File: config.mk
export PLATFORM = sky130hd
export DESIGN_NAME = uart_rx_core_flat
export DESIGN_NICKNAME = d
export VERILOG_FILES = /design/src/rtl/uart_rx_core_if.sv /design/src/rtl/uart_rx_core.sv /design/src/flat_wrapper.sv
export SDC_FILE = /design/constraint.sdc
export NUM_CORES = 1
export LEC_CHECK = 0
export CAP_MARGIN = 20
export CORE_ASPECT_RATIO = 0.6
export CORE_MARGIN = 3
export CORE_UTILIZATION = 45
export CTS_CLUSTER_SIZE = 24
export DETAILED_ROUTE_END_ITERATION = 7
export GPL_TIMING_DRIVEN = 0
export PLACE_DENSITY = 0.69
export RECOVER_POWER = 100
export SLEW_MARGIN = 30
export SYNTH_ARGS = -nofsm -noshare
export SYNTH_HDL_FRONTEND = slang
export SYNTH_SLANG_ARGS = --single-unit
File: constraint.sdc
create_clock -name clk -period 2.9 [get_ports clk]
set_input_delay 0.87 -clock clk [delete_from_list [all_inputs] [get_ports clk]]
set_output_delay 0.87 -clock clk [all_outputs]
set_load 0.01 [all_outputs]
File: src/rtl/uart_rx_core_if.sv
// -----------------------------------------------------------------------------
// uart_rx_core_if
//   Groups the serial-side inputs and the host-side results of the UART
//   receiver into one bundle.
//
//   Signals
//     rx         serial line into the receiver (idle level 1, asynchronous)
//     s_tick     one-clk pulse at 16x the baud rate from the shared generator
//     dataout    last received data word, held until the next frame completes
//     rx_done    one-clk pulse when a frame completes (good or bad)
//     frame_err  stop bit sampled as 0; valid with rx_done, held until next
//     rx_busy    receiver is somewhere other than idle
//
//   Modports
//     slave      the receiver core itself
//     master     whatever drives the line/tick and consumes the results
// -----------------------------------------------------------------------------
interface uart_rx_core_if #(
   parameter int DBIT = 8
) ();
   logic            rx;
   logic            s_tick;
   logic [DBIT-1:0] dataout;
   logic            rx_done;
   logic            frame_err;
   logic            rx_busy;

   modport slave (
      input  rx,
      input  s_tick,
      output dataout,
      output rx_done,
      output frame_err,
      output rx_busy
   );

   modport master (
      output rx,
      output s_tick,
      input  dataout,
      input  rx_done,
      input  frame_err,
      input  rx_busy
   );
endinterface

File: src/rtl/uart_rx_core.sv
// -----------------------------------------------------------------------------
// uart_rx_core
//   Receive-side UART engine using the 16x oversampling tick. The rx line is
//   brought into the clk domain by a 2-flop synchronizer; a start bit is
//   confirmed at its middle, each data bit is sampled at mid-bit (LSB first)
//   and the stop bit is checked after SB_TICK ticks. Every completed frame
//   gives a one-clk rx_done together with dataout and frame_err.
//
//   Parameters
//     DBIT     data bits per frame, 5..8
//     SB_TICK  s_tick count for the stop phase (16, 24 or 32)
//
//   Ports
//     clk      system clock, rising edge
//     reset    asynchronous, active-high
//     bus      uart_rx_core_if.slave: rx, s_tick in; dataout, rx_done,
//              frame_err, rx_busy out
// -----------------------------------------------------------------------------
module uart_rx_core #(
   parameter int DBIT    = 8,
   parameter int SB_TICK = 16
) (
   input  logic          clk,
   input  logic          reset,
   uart_rx_core_if.slave bus
);

   typedef enum logic [1:0] {
      S_IDLE,
      S_START,
      S_DATA,
      S_STOP
   } state_t;

   // The sample counter is 5 bits so the stop phase can run up to 32 ticks;
   // start and data phases never let it exceed 15.
   localparam logic [4:0] C_MID_START = 5'd7;
   localparam logic [4:0] C_BIT_LAST  = 5'd15;
   localparam logic [4:0] C_STOP_LAST = 5'(SB_TICK - 1);
   localparam logic [2:0] C_LAST_BIT  = 3'(DBIT - 1);

   logic            r_rx_meta;
   logic            r_rx_s;

   state_t          r_state;
   state_t          w_state_nxt;
   logic [4:0]      r_s_cnt;
   logic [4:0]      w_s_cnt_nxt;
   logic [2:0]      r_n_cnt;
   logic [2:0]      w_n_cnt_nxt;
   logic [DBIT-1:0] r_shreg;
   logic [DBIT-1:0] w_shreg_nxt;
   logic [DBIT-1:0] r_dataout;
   logic [DBIT-1:0] w_dataout_nxt;
   logic            r_rx_done;
   logic            w_rx_done_nxt;
   logic            r_frame_err;
   logic            w_frame_err_nxt;

   // Synchronizer resets to the idle level so no false start is seen
   // coming out of reset.
   always_ff @(posedge clk or posedge reset) begin
      if (reset) begin
         r_rx_meta <= 1'b1;
         r_rx_s    <= 1'b1;
      end else begin
         r_rx_meta <= bus.rx;
         r_rx_s    <= r_rx_meta;
      end
   end

   always_ff @(posedge clk or posedge reset) begin
      if (reset) begin
         r_state     <= S_IDLE;
         r_s_cnt     <= '0;
         r_n_cnt     <= '0;
         r_shreg     <= '0;
         r_dataout   <= '0;
         r_rx_done   <= 1'b0;
         r_frame_err <= 1'b0;
      end else begin
         r_state     <= w_state_nxt;
         r_s_cnt     <= w_s_cnt_nxt;
         r_n_cnt     <= w_n_cnt_nxt;
         r_shreg     <= w_shreg_nxt;
         r_dataout   <= w_dataout_nxt;
         r_rx_done   <= w_rx_done_nxt;
         r_frame_err <= w_frame_err_nxt;
      end
   end

   always_comb begin
      w_state_nxt     = r_state;
      w_s_cnt_nxt     = r_s_cnt;
      w_n_cnt_nxt     = r_n_cnt;
      w_shreg_nxt     = r_shreg;
      w_dataout_nxt   = r_dataout;
      w_rx_done_nxt   = 1'b0;
      w_frame_err_nxt = r_frame_err;

      case (r_state)
         // A low line is enough to leave idle; the tick is not needed, so a
         // start right after a completed frame is never missed.
         S_IDLE: begin
            if (!r_rx_s) begin
               w_state_nxt = S_START;
               w_s_cnt_nxt = '0;
            end
         end

         // Re-check the line at the middle of the start bit; a high line
         // there means the falling edge was a glitch.
         S_START: begin
            if (bus.s_tick) begin
               if (r_s_cnt == C_MID_START) begin
                  if (!r_rx_s) begin
                     w_state_nxt = S_DATA;
                     w_s_cnt_nxt = '0;
                     w_n_cnt_nxt = '0;
                  end else begin
                     w_state_nxt = S_IDLE;
                  end
               end else begin
                  w_s_cnt_nxt = r_s_cnt + 5'd1;
               end
            end
         end

         // 16 ticks after the previous mid-point lands on the middle of the
         // next bit; bits arrive LSB first so they shift in from the top.
         S_DATA: begin
            if (bus.s_tick) begin
               if (r_s_cnt == C_BIT_LAST) begin
                  w_s_cnt_nxt = '0;
                  w_shreg_nxt = {r_rx_s, r_shreg[DBIT-1:1]};
                  if (r_n_cnt == C_LAST_BIT) begin
                     w_state_nxt = S_STOP;
                  end else begin
                     w_n_cnt_nxt = r_n_cnt + 3'd1;
                  end
               end else begin
                  w_s_cnt_nxt = r_s_cnt + 5'd1;
               end
            end
         end

         // The frame completes whatever the stop level; a low stop bit is
         // reported through frame_err rather than by dropping the byte.
         S_STOP: begin
            if (bus.s_tick) begin
               if (r_s_cnt == C_STOP_LAST) begin
                  w_dataout_nxt   = r_shreg;
                  w_frame_err_nxt = ~r_rx_s;
                  w_rx_done_nxt   = 1'b1;
                  w_state_nxt     = S_IDLE;
               end else begin
                  w_s_cnt_nxt = r_s_cnt + 5'd1;
               end
            end
         end

         default: begin
            w_state_nxt = S_IDLE;
         end
      endcase
   end

   assign bus.dataout   = r_dataout;
   assign bus.rx_done   = r_rx_done;
   assign bus.frame_err = r_frame_err;
   assign bus.rx_busy   = (r_state != S_IDLE);

endmodule

File: src/flat_wrapper.sv
// flat-port wrapper written by rule: the top's interface ports become plain ports
module uart_rx_core_flat 
#(
   parameter int DBIT    = 8,
   parameter int SB_TICK = 16
)
  (clk, reset, bus_rx, bus_s_tick, bus_dataout, bus_rx_done, bus_frame_err, bus_rx_busy);
  uart_rx_core_if #(.DBIT(DBIT)) bus_i ();
  input  logic clk;
  input  logic reset;
  input wire logic [$bits(bus_i.rx)-1:0] bus_rx;
  input wire logic [$bits(bus_i.s_tick)-1:0] bus_s_tick;
  output wire logic [$bits(bus_i.dataout)-1:0] bus_dataout;
  output wire logic [$bits(bus_i.rx_done)-1:0] bus_rx_done;
  output wire logic [$bits(bus_i.frame_err)-1:0] bus_frame_err;
  output wire logic [$bits(bus_i.rx_busy)-1:0] bus_rx_busy;
  assign bus_i.rx = bus_rx;
  assign bus_i.s_tick = bus_s_tick;
  assign bus_dataout = bus_i.dataout;
  assign bus_rx_done = bus_i.rx_done;
  assign bus_frame_err = bus_i.frame_err;
  assign bus_rx_busy = bus_i.rx_busy;
  uart_rx_core #(.DBIT(DBIT), .SB_TICK(SB_TICK)) u_core (.clk(clk), .reset(reset), .bus(bus_i));
endmodule
Yosys cells after proc, flatten, opt, wreduce, memory -nomap -nowiden

Index checks and enable logic that the tools add are counted.

Memories kept: 0
Bits in latches: 0
RAM bits: 0
Register bits: 30
Word-level logic and storage cells: 65
Output and inout bits: 11
ROM bits: 0

Div/mod/pow operators: 0
Bitwise logic cells: 1
Multipliers: 0
Equality and inequality tests: 17
Reductions and logical operators: 8
Magnitude comparators: 0
Shift-type cells: 0
$add $sub $neg: 2
Multiplexer cells: 28

Operators by type and width:

| cell                                                  | count |
|---|---|
| two-way mux 5 bit                                     | 7 |
| case mux 5 bit (4 select lines)                       | 1 |
| two-way mux 2 bit                                     | 9 |
| two-way mux 3 bit                                     | 6 |
| inequality test 2 bit, second input constant          | 7 |
| inequality test 2 x 1 -> 1 bit, second input constant | 4 |
| case mux 2 bit (4 select lines)                       | 1 |
| AND reduction 8 bit                                   | 1 |
| AND reduction 7 bit                                   | 1 |
| case mux 3 bit (2 select lines)                       | 1 |
| AND reduction 3 bit                                   | 2 |
| adder 5 x 1 -> 5 bit, second input constant           | 1 |
| == test 5 x 3 -> 1 bit, second input constant         | 1 |
| == test 5 x 4 -> 1 bit, second input constant         | 1 |
| == test 2 bit, second input constant                  | 2 |
| AND reduction 4 bit                                   | 1 |
| nonzero test 2 bit                                    | 2 |
| adder 3 x 1 -> 3 bit, second input constant           | 1 |
| == test 3 bit, second input constant                  | 1 |
| two-way mux 1 bit                                     | 3 |
| == test 2 x 1 -> 1 bit, second input constant         | 1 |
| logical NOT 2 bit                                     | 1 |
| NOT 1 bit                                             | 1 |

Longest topological paths before layout

Gate-level depths: netlist of the first run.

Depth after elaboration: 5
Mapped depth: 8

Worst setup path after synthesis of the first run

OpenSTA, ideal clock, no wires.

Kind: reg-to-reg
Start point: register u_core.r_s_cnt[0]
End point: register u_core.r_s_cnt[0]
Cell stages (with the launch flop): 9
Setup slack: 856 ps
Path buffers: 1
Data arrival time: 1919 ps
Period minus slack after synthesis: 2044 ps
Path through: dfrtp_1 -> ha_1 -> and3_2 -> ha_1 -> clkbuf_1 -> a21bo_2 -> a21oi_2 -> o21ai_1 -> mux2_2

Word-level cells in the longest chain between the ends: 4
Elaborated cells on any way between the ends: 13

RTL lines:

| element                                      | line                                                          | text |
|---|---|---|
| from (decl)                                  | uart_rx_core.sv:47                                            | `logic [4:0] r_s_cnt;` |
| from (signal assigned)                       | uart_rx_core.sv:83                                            | `r_s_cnt <= w_s_cnt_nxt;` |
| adder 5 x 1 -> 5 bit (tied with other cells) | uart_rx_core.sv:124, uart_rx_core.sv:142, uart_rx_core.sv:157 |  |
| two-way mux 5 bit, on equally long branches  | uart_rx_core.sv:151, uart_rx_core.sv:115, uart_rx_core.sv:133 |  |
| two-way mux 5 bit, on equally long branches  | uart_rx_core.sv:150, uart_rx_core.sv:114, uart_rx_core.sv:132 |  |
| case mux 5 bit (4 select lines)              | uart_rx_core.sv:101                                           | `case (r_state)` |

Parallel ways exist; a longest one is shown, timed or not. The select of a mux whose other input is x is not followed.
A chain may end at the register's enable or synchronous reset.

Worst setup path after layout of the first run

Start point: register u_core.r_state[0]
End point: output bus_rx_busy

Word-level cells in the longest chain between the ends: 1

RTL lines:

| element                | line                | text |
|---|---|---|
| from (decl)            | uart_rx_core.sv:45  | `state_t r_state;` |
| from (signal assigned) | uart_rx_core.sv:82  | `r_state <= w_state_nxt;` |
| nonzero test 2 bit     | uart_rx_core.sv:171 | `assign bus.rx_busy = (r_state != S_IDLE);` |
| to (decl)              | flat_wrapper.sv:16  | `output wire logic [$bits(bus_i.rx_busy)-1:0] bus_rx_busy;` |

Every way passes these cells.

==> results of run 1 <==
cell families after synthesis:
kind of cell	count (synthesis)
flops	30
mux	10
buf+inv	14
fa+ha+maj	5
compound gates	23
simple gates	48
report_power, final:
part	switching (W)	internal [W]
clock network	0.000156	0.000191
logic	0.000138	0.000128
registers	0.0000458	0.000461
worst max-delay path, cell delays in order, from the launching register on:
cell and delay [ps]:
dfrtp_1 350, buf_2 160, or2_2 310, dlygate4sd3_1 610
sequential cells by signal (all words and copies together) (netlist names), named ones only:
name,count
u_core.r_shreg,8
u_core.r_n_cnt,3
u_core.bus.rx_done,1
u_core.r_s_cnt,5
u_core.r_rx_s,1
u_core.bus.dataout,8
u_core.bus.frame_err,1
u_core.r_state,1
u_core.r_rx_meta,1
through the flow:
step	utilization, %	hold slack [ps]
after floorplan	-	345
after global placement	54.6	346
after detailed placement	54.6	347
after CTS	57.7	356
after global routing	57.0	359
final	57.0	355
path summary, 6_finish.rpt:
path	startpoint	endpoint	slack (ps)	depth (start not counted)
max	u_core.r_state[0]	bus_rx_busy	320	3
min	u_core.r_rx_meta	u_core.r_rx_s	350	0
max reg2reg	u_core.r_s_cnt[0]	u_core.r_s_cnt[0]	470	8
min reg2reg	u_core.r_rx_meta	u_core.r_rx_s	350	0
max in group asynchronous	reset	u_core.r_s_cnt[2]	960	2
min in group asynchronous	reset	u_core.r_s_cnt[3]	1290	2
layer usage:
metal | share of wire [%] | track usage, % | up-vias | wire length, um
met3 | 5.5 | 6.20 | 5 | 148
met4 | 1.4 | 5.43 | 0 | 38
met1 | 50 | 22.9 | 478 | 1340
met2 | 43 | 23.8 | 30 | 1160
met5 | 0 | 0 | - | 0
li1 | - | - | 487 | -
placed cells by master, fill, tap and decap left out, drive strengths merged, types with 4 or more instances in the layout:
| cell | Yosys | layout |
|---|---|---|
| dfrtp | 28 | 28 |
| ha | 5 | 5 |
| o21ai | 9 | 9 |
| dlygate4sd3 | 0 | 13 |
| buf | 4 | 4 |
| clkbuf | 2 | 9 |
| nand2 | 30 | 30 |
| mux2 | 10 | 10 |
| inv | 7 | 7 |
| a22o | 4 | 4 |
final cells by class:
| class | instances | area [sq um] |
|---|---|---|
| plain buffers | 6 | 32.5 |
| well taps | 42 | 52.6 |
| flip-flops and latches | 30 | 753 |
| clock inverters | 1 | 5.00 |
| clock buffers | 7 | 86.3 |
| multi-input cells | 86 | 599 |
| fillers | 265 | 1280 |
| repair buffers | 13 | 130 |
| inverters | 8 | 30.0 |
==> results.ini, run 1 <==
[status]
status=completed

[sta]
finalSetupViolations=0
fin_skew_ps=8.00
period_minus_slack_ps=2580
rsz0062_at_grt=false
slew_headroom_pct=28.2
worst_pin_slew_ps=1080
hold_viol_final=0
tns_ps=0
fin_crit_sh_pct=88.9
max_freq_mhz=388
setup_slack_ps=321
slew_violations=0

[logic_synthesis]
synth_compound_area_share_pct=12.4
yosys-top-cells-area=dfrtp_1 49%, nand2_1 7.8%, mux2_2 7.1%, ha_1 4.4%, dfstp_2 3.7%
synth-adder-area-share_pct=4.36
ys_warn_count=0
postSynth.asyncResetShare_pct=100
synth_area_leader_cell=dfrtp_1
synth_top_family_by_area=simple AND/OR/NAND/NOR gates
syn_area_sq_um=1440
yosysMostFrequentCell=nand2_1
ys_ff_latch=30
synthDistinctLibCells=39
synth_edf_count=0
postSynthCellCount=130
muxShareOfSynthArea_pct=8.10
avgSynthCellArea_sq_um=11.0
synthTopCellsByCount=30 x nand2_1, 28 x dfrtp_1, 9 x mux2_2, 7 x inv_1, 6 x o21ai_0
ys.flop_type=dfrtp_1
netlist.area_leader.share_pct=48.8
synth_fp_nets=139
synthSimpleGateAreaFrac_pct=18.4
synth_xor_area_share_pct=0
synth_seq_area_share_pct=52.4

[routing]
drc=0
routed_wl_um=2690
first_iter_violations=56
dr_total_vias=1000
vias_per_cell=5.18
postRouteAntennaNets=0
firstDrtPassIters=5
post_drt_wl_per_cell_um=13.9

[grt]
gr-usage-all-layers_pct=16.5
grt_pass1_vias=1004
grt_overflow=0
grt_pass1_wl_um=4840
antenna_found_initial=0
grt_max_degree=31

[critical_path]
end_kind=output port
cp.required_ps=2030
critPathKind=reg2out
arrival_ps=1710
cp-start-kind=flop
cp_max_fo=10

[floorplanning]
initial_core_util_pct=48.4
dieArea_sq_um=3930
die_h_um=49.8
ios=15
core_area_sq_um=2970
die_w_um=78.9
num_rows=15

[placement]
place_area_sq_um=1620
place_inst=185
preCtsSetupSlack_ps=640
port_buffers=13
dp_hpwl_um=1920
place.gp.congestion=0.843

[clock_tree]
cts_tree=done
cts_max_level=2
cts_sinks=30
clk_latency_ps=280
cts_resized=0
cts_buffer_depth=2
clk_transition_reported_paths_ps=60
post_cts_buffers=0
hold_buffers=0
root_buffer=clkbuf_8
cts_buffers=5

[power_and_ir_drop]
powerDensity_nw_per_um2=663
cellLeakagePower_nw=0.855
power_w=0.00112
ir_drop_mv=0.414

[finish]
final_cells=193
area_growth_pct=17.6
final_nets=159
antenna_cells=0
final_area_sq_um=1690
drive_gt1_share_pct=19.2

[run]
max_cap_violations=0

[worst_hold_path]
hold_path.class=reg2reg

No activity file was read; power rests on OpenSTA's default activity.
==> inputs of run 2 (changes only) <==
--- a/config.mk
+++ b/config.mk
@@ -7,7 +7,6 @@
 export LEC_CHECK = 0
 export CAP_MARGIN = 20
 export CORE_ASPECT_RATIO = 0.6
-export CORE_MARGIN = 3
 export CORE_UTILIZATION = 45
 export CTS_CLUSTER_SIZE = 24
 export DETAILED_ROUTE_END_ITERATION = 7
==> results.ini, run 2 (synthesis results as in run 1) <==
[placement]
dp_hpwl_um=1900
port_buffers=13
place.gp.congestion=0.803
place_area_sq_um=1620
preCtsSetupSlack_ps=637

[grt]
antenna_found_initial=0
grt_max_degree=31
gr-usage-all-layers_pct=18.0
grt_overflow=0
grt_pass1_vias=921
grt_pass1_wl_um=4310

[sta]
max_freq_mhz=387
slew_headroom_pct=27.7
worst_pin_slew_ps=1080
hold_viol_final=0
rsz0062_at_grt=false
fin_skew_ps=3.56
finalSetupViolations=0
holdWs_ps=359
tns_ps=0
fin_crit_sh_pct=89.0
setup_slack_ps=319
slew_violations=0
period_minus_slack_ps=2580

[run]
max_cap_violations=0

[clock_tree]
cts_max_level=2
clk_transition_reported_paths_ps=60
cts_sinks=30
cts_buffer_depth=2
cts_buffers=5
hold_buffers=0
root_buffer=clkbuf_8
cts_tree=done
clk_latency_ps=270
cts_resized=0
post_cts_buffers=0

[finish]
area_growth_pct=18.8
final_nets=159
final_common_cell=nand2_1
n_fill_cell=240
final_cell_mix=30 x nand2_1, 28 x dfrtp_1, 13 x dlygate4sd3_1, 9 x mux2_2
ff_latch_area_sq_um=753
drive_gt1_share_pct=19.9
final_area_sq_um=1710
antenna_cells=0
multi_input_area_sq_um=599

[routing]
firstDrtPassIters=4
routed_wl_um=2640
vias_per_cell=5.18
first_iter_violations=73
drc=0
postRouteAntennaNets=0
dr_total_vias=999
post_drt_wl_per_cell_um=13.7

[floorplanning]
die_h_um=45.8
num_rows=15
dieArea_sq_um=3430
die_w_um=74.9
core_area_sq_um=2950
ios=15
initial_core_util_pct=48.7

[power_and_ir_drop]
ir_drop_mv=0.335
power_w=0.00117
powerDensity_nw_per_um2=684
cellLeakagePower_nw=0.864

[critical_path]
crit_path_cell_trace=buf_2 -> or2_2 -> dlygate4sd3_1
cp.required_ps=2030
critPathKind=reg2out
cp-start-kind=flop
cp_max_fo=10
worst_path_largest_cell_delay_ps=610
end_kind=output port
arrival_ps=1710
crit_path_top_delay_cell=dlygate4sd3_1

[worst_hold_path]
hold_path.class=reg2reg

[status]
status=completed

run 2: area by class of cell:
| class | count | share of cell area [%] |
|---|---|---|
| Sequential cell | 30 | 44.1 |
| Multi-Input combinational cell | 86 | 35.1 |
| Timing Repair Buffer | 13 | 7.62 |
| Clock buffer | 5 | 4.03 |
| Tap cell | 42 | 3.08 |
| Clock inverter | 3 | 2.35 |
| Buffer | 6 | 1.91 |
| Inverter | 8 | 1.76 |
run 2: metrics by stage:
stage / cells / utilization (%)
finish: 193 / 57.9
global route: 193 / 57.9
detailed placement: 185 / 54.9
global placement: 185 / 54.9
CTS: 193 / 58.6
floorplan: 130 / -
run 2: critical path, delay by kind of cell (launching register included):
kind	cells	cell delay, ps
flops	1	350
buf+inv	2	770
simple gates	1	320
run 2: power breakdown:
part	switching (W)	internal [W]	leakage (nW)
registers	0.0000442	0.000461	0.402
logic	0.000135	0.000128	0.405
clock network	0.000146	0.000252	0.0579
total	0.000325	0.000842	0.864
run 2: final timing paths:
| check | startpoint | end | slack, ps | cells after the start |
|---|---|---|---|---|
| worst max-delay path | u_core.r_state[0] | bus_rx_busy | 320 | 3 |
| worst min-delay path | u_core.r_rx_meta | u_core.r_rx_s | 360 | 0 |
| worst max register to register | u_core.r_s_cnt[0] | u_core.r_s_cnt[0] | 450 | 8 |
| worst min register to register | u_core.r_rx_meta | u_core.r_rx_s | 360 | 0 |
| max in group asynchronous | reset | u_core.r_n_cnt[0] | 940 | 2 |
| min in group asynchronous | reset | u_core.r_s_cnt[1] | 1310 | 2 |
run 2: per-layer routing:
| layer | track usage, % | part of all wire, % |
|---|---|---|
| met5 | 0 | 0 |
| met2 | 26.8 | 45 |
| met4 | 5.66 | 0.30 |
| met3 | 5.97 | 4.4 |
| met1 | 25.1 | 51 |
==> inputs of run 3 (changes only) <==
--- a/config.mk
+++ b/config.mk
@@ -5,8 +5,6 @@
 export SDC_FILE = /design/constraint.sdc
 export NUM_CORES = 1
 export LEC_CHECK = 0
-export CAP_MARGIN = 20
-export CORE_ASPECT_RATIO = 0.6
 export CORE_UTILIZATION = 45
 export CTS_CLUSTER_SIZE = 24
 export DETAILED_ROUTE_END_ITERATION = 7
==> results.ini, run 3 (synthesis results as in run 1) <==
[status]
status=completed

[critical_path]
critPathKind=reg2out
crit_buf_inv=2
cp-start-kind=flop
cp_max_fo=10
crit_path_cell_trace=buf_2 -> or2_2 -> dlygate4sd3_1
worst_path_largest_cell_delay_ps=610
arrival_ps=1780
cp_top_family=buffers and inverters
crit_path_top_delay_cell=dlygate4sd3_1
cp.required_ps=2030
end_kind=output port

[power_and_ir_drop]
powerDensity_nw_per_um2=613
power_w=0.00101
cellLeakagePower_nw=0.841
ir_drop_mv=0.391

[sta]
rsz0062_at_grt=false
finalSetupViolations=0
worst_pin_slew_ps=1100
period_minus_slack_ps=2650
fin_skew_ps=3.26
slew_violations=0
fin_crit_sh_pct=91.2
hold_viol_final=0
tns_ps=0
max_freq_mhz=378
slew_headroom_pct=26.8
holdWs_ps=358

[clock_tree]
cts_tree=done
cts_sinks=30
cts_buffer_depth=2
post_cts_buffers=0
cts_max_level=2
cts_resized=0
clk_latency_ps=320
clk_transition_reported_paths_ps=90
hold_buffers=0
root_buffer=clkbuf_4
cts_buffers=5

[run]
max_cap_violations=0

[floorplanning]
ios=15
num_rows=20
core_area_sq_um=3030
initial_core_util_pct=47.4
dieArea_sq_um=3420
die_w_um=58.5
die_h_um=58.5

[finish]
final_area_sq_um=1650
n_fill_cell=276
area_growth_pct=15.1
final_nets=159
final_common_cell=nand2_1
multi_input_area_sq_um=592
drive_gt1_share_pct=18.5
antenna_cells=0
ff_latch_area_sq_um=753
final_cell_mix=30 x nand2_1, 28 x dfrtp_1, 13 x dlygate4sd3_1, 9 x mux2_2

[grt]
busiest_layer=met2
met3_usage_pct=5.93
grt_max_degree=31
grt_pass1_vias=1011
gr-usage-all-layers_pct=17.7
antenna_found_initial=0
grt_util_met2_pct=29.6
grt_use_met1_pct=20.9
grt_pass1_wl_um=4480
grt_overflow=0

[placement]
place_area_sq_um=1620
place.gp.congestion=0.817
port_buffers=13
dp_hpwl_um=1780

[routing]
post_drt_wl_per_cell_um=13.0
dr_total_vias=1012
drc=0
routed_wl_um=2540
vias_per_cell=5.19
firstDrtPassIters=4
first_iter_violations=16
postRouteAntennaNets=0

[worst_hold_path]
hold_path.class=reg2reg

[run 3: power by group]
part / switching (W) / internal (W) / leakage, nW
logic: 0.000127 / 0.000125 / 0.404
clock network: 0.000141 / 0.000117 / 0.0353
registers: 0.0000424 / 0.000460 / 0.402
[run 3: worst paths after layout]
path	slack, ps	depth (start not counted)	startpoint	to
setup / recovery	250	3	u_core.r_state[0]	bus_rx_busy
hold / removal	360	0	u_core.r_rx_meta	u_core.r_rx_s
setup reg to reg	540	8	u_core.r_s_cnt[0]	u_core.r_s_cnt[0]
hold reg to reg	360	0	u_core.r_rx_meta	u_core.r_rx_s
max in group asynchronous	980	2	reset	u_core.r_state[0]
min in group asynchronous	1260	2	reset	u_core.bus.rx_done
[run 3: routing by layer]
layer	share of wire [%]	wire (um)	vias up
met1	47	1190	501
li1	-	-	492
met2	49	1250	17
met3	3.1	79	2
met4	0.51	13	0
met5	0	0	-
[run 3: per-stage QoR]
stage,setup WS [ps],util [%],instances
4_1_cts,367,55.5,195
3_5_place_dp,658,53.6,187
6_report,254,54.6,195
2_1_floorplan,856,-,130
5_1_grt,181,54.6,195
3_3_place_gp,692,53.6,187
[run 3: layout make-up]
cell class / count / share of cell area [%]
sequential: 30 / 45.6
tap: 44 / 3.33
inverter: 8 / 1.82
timing repair buffer: 13 / 7.87
clock buffer: 7 / 3.33
clock inverter: 1 / 0.303
multi-input combinational: 86 / 35.8
buffer: 6 / 1.97
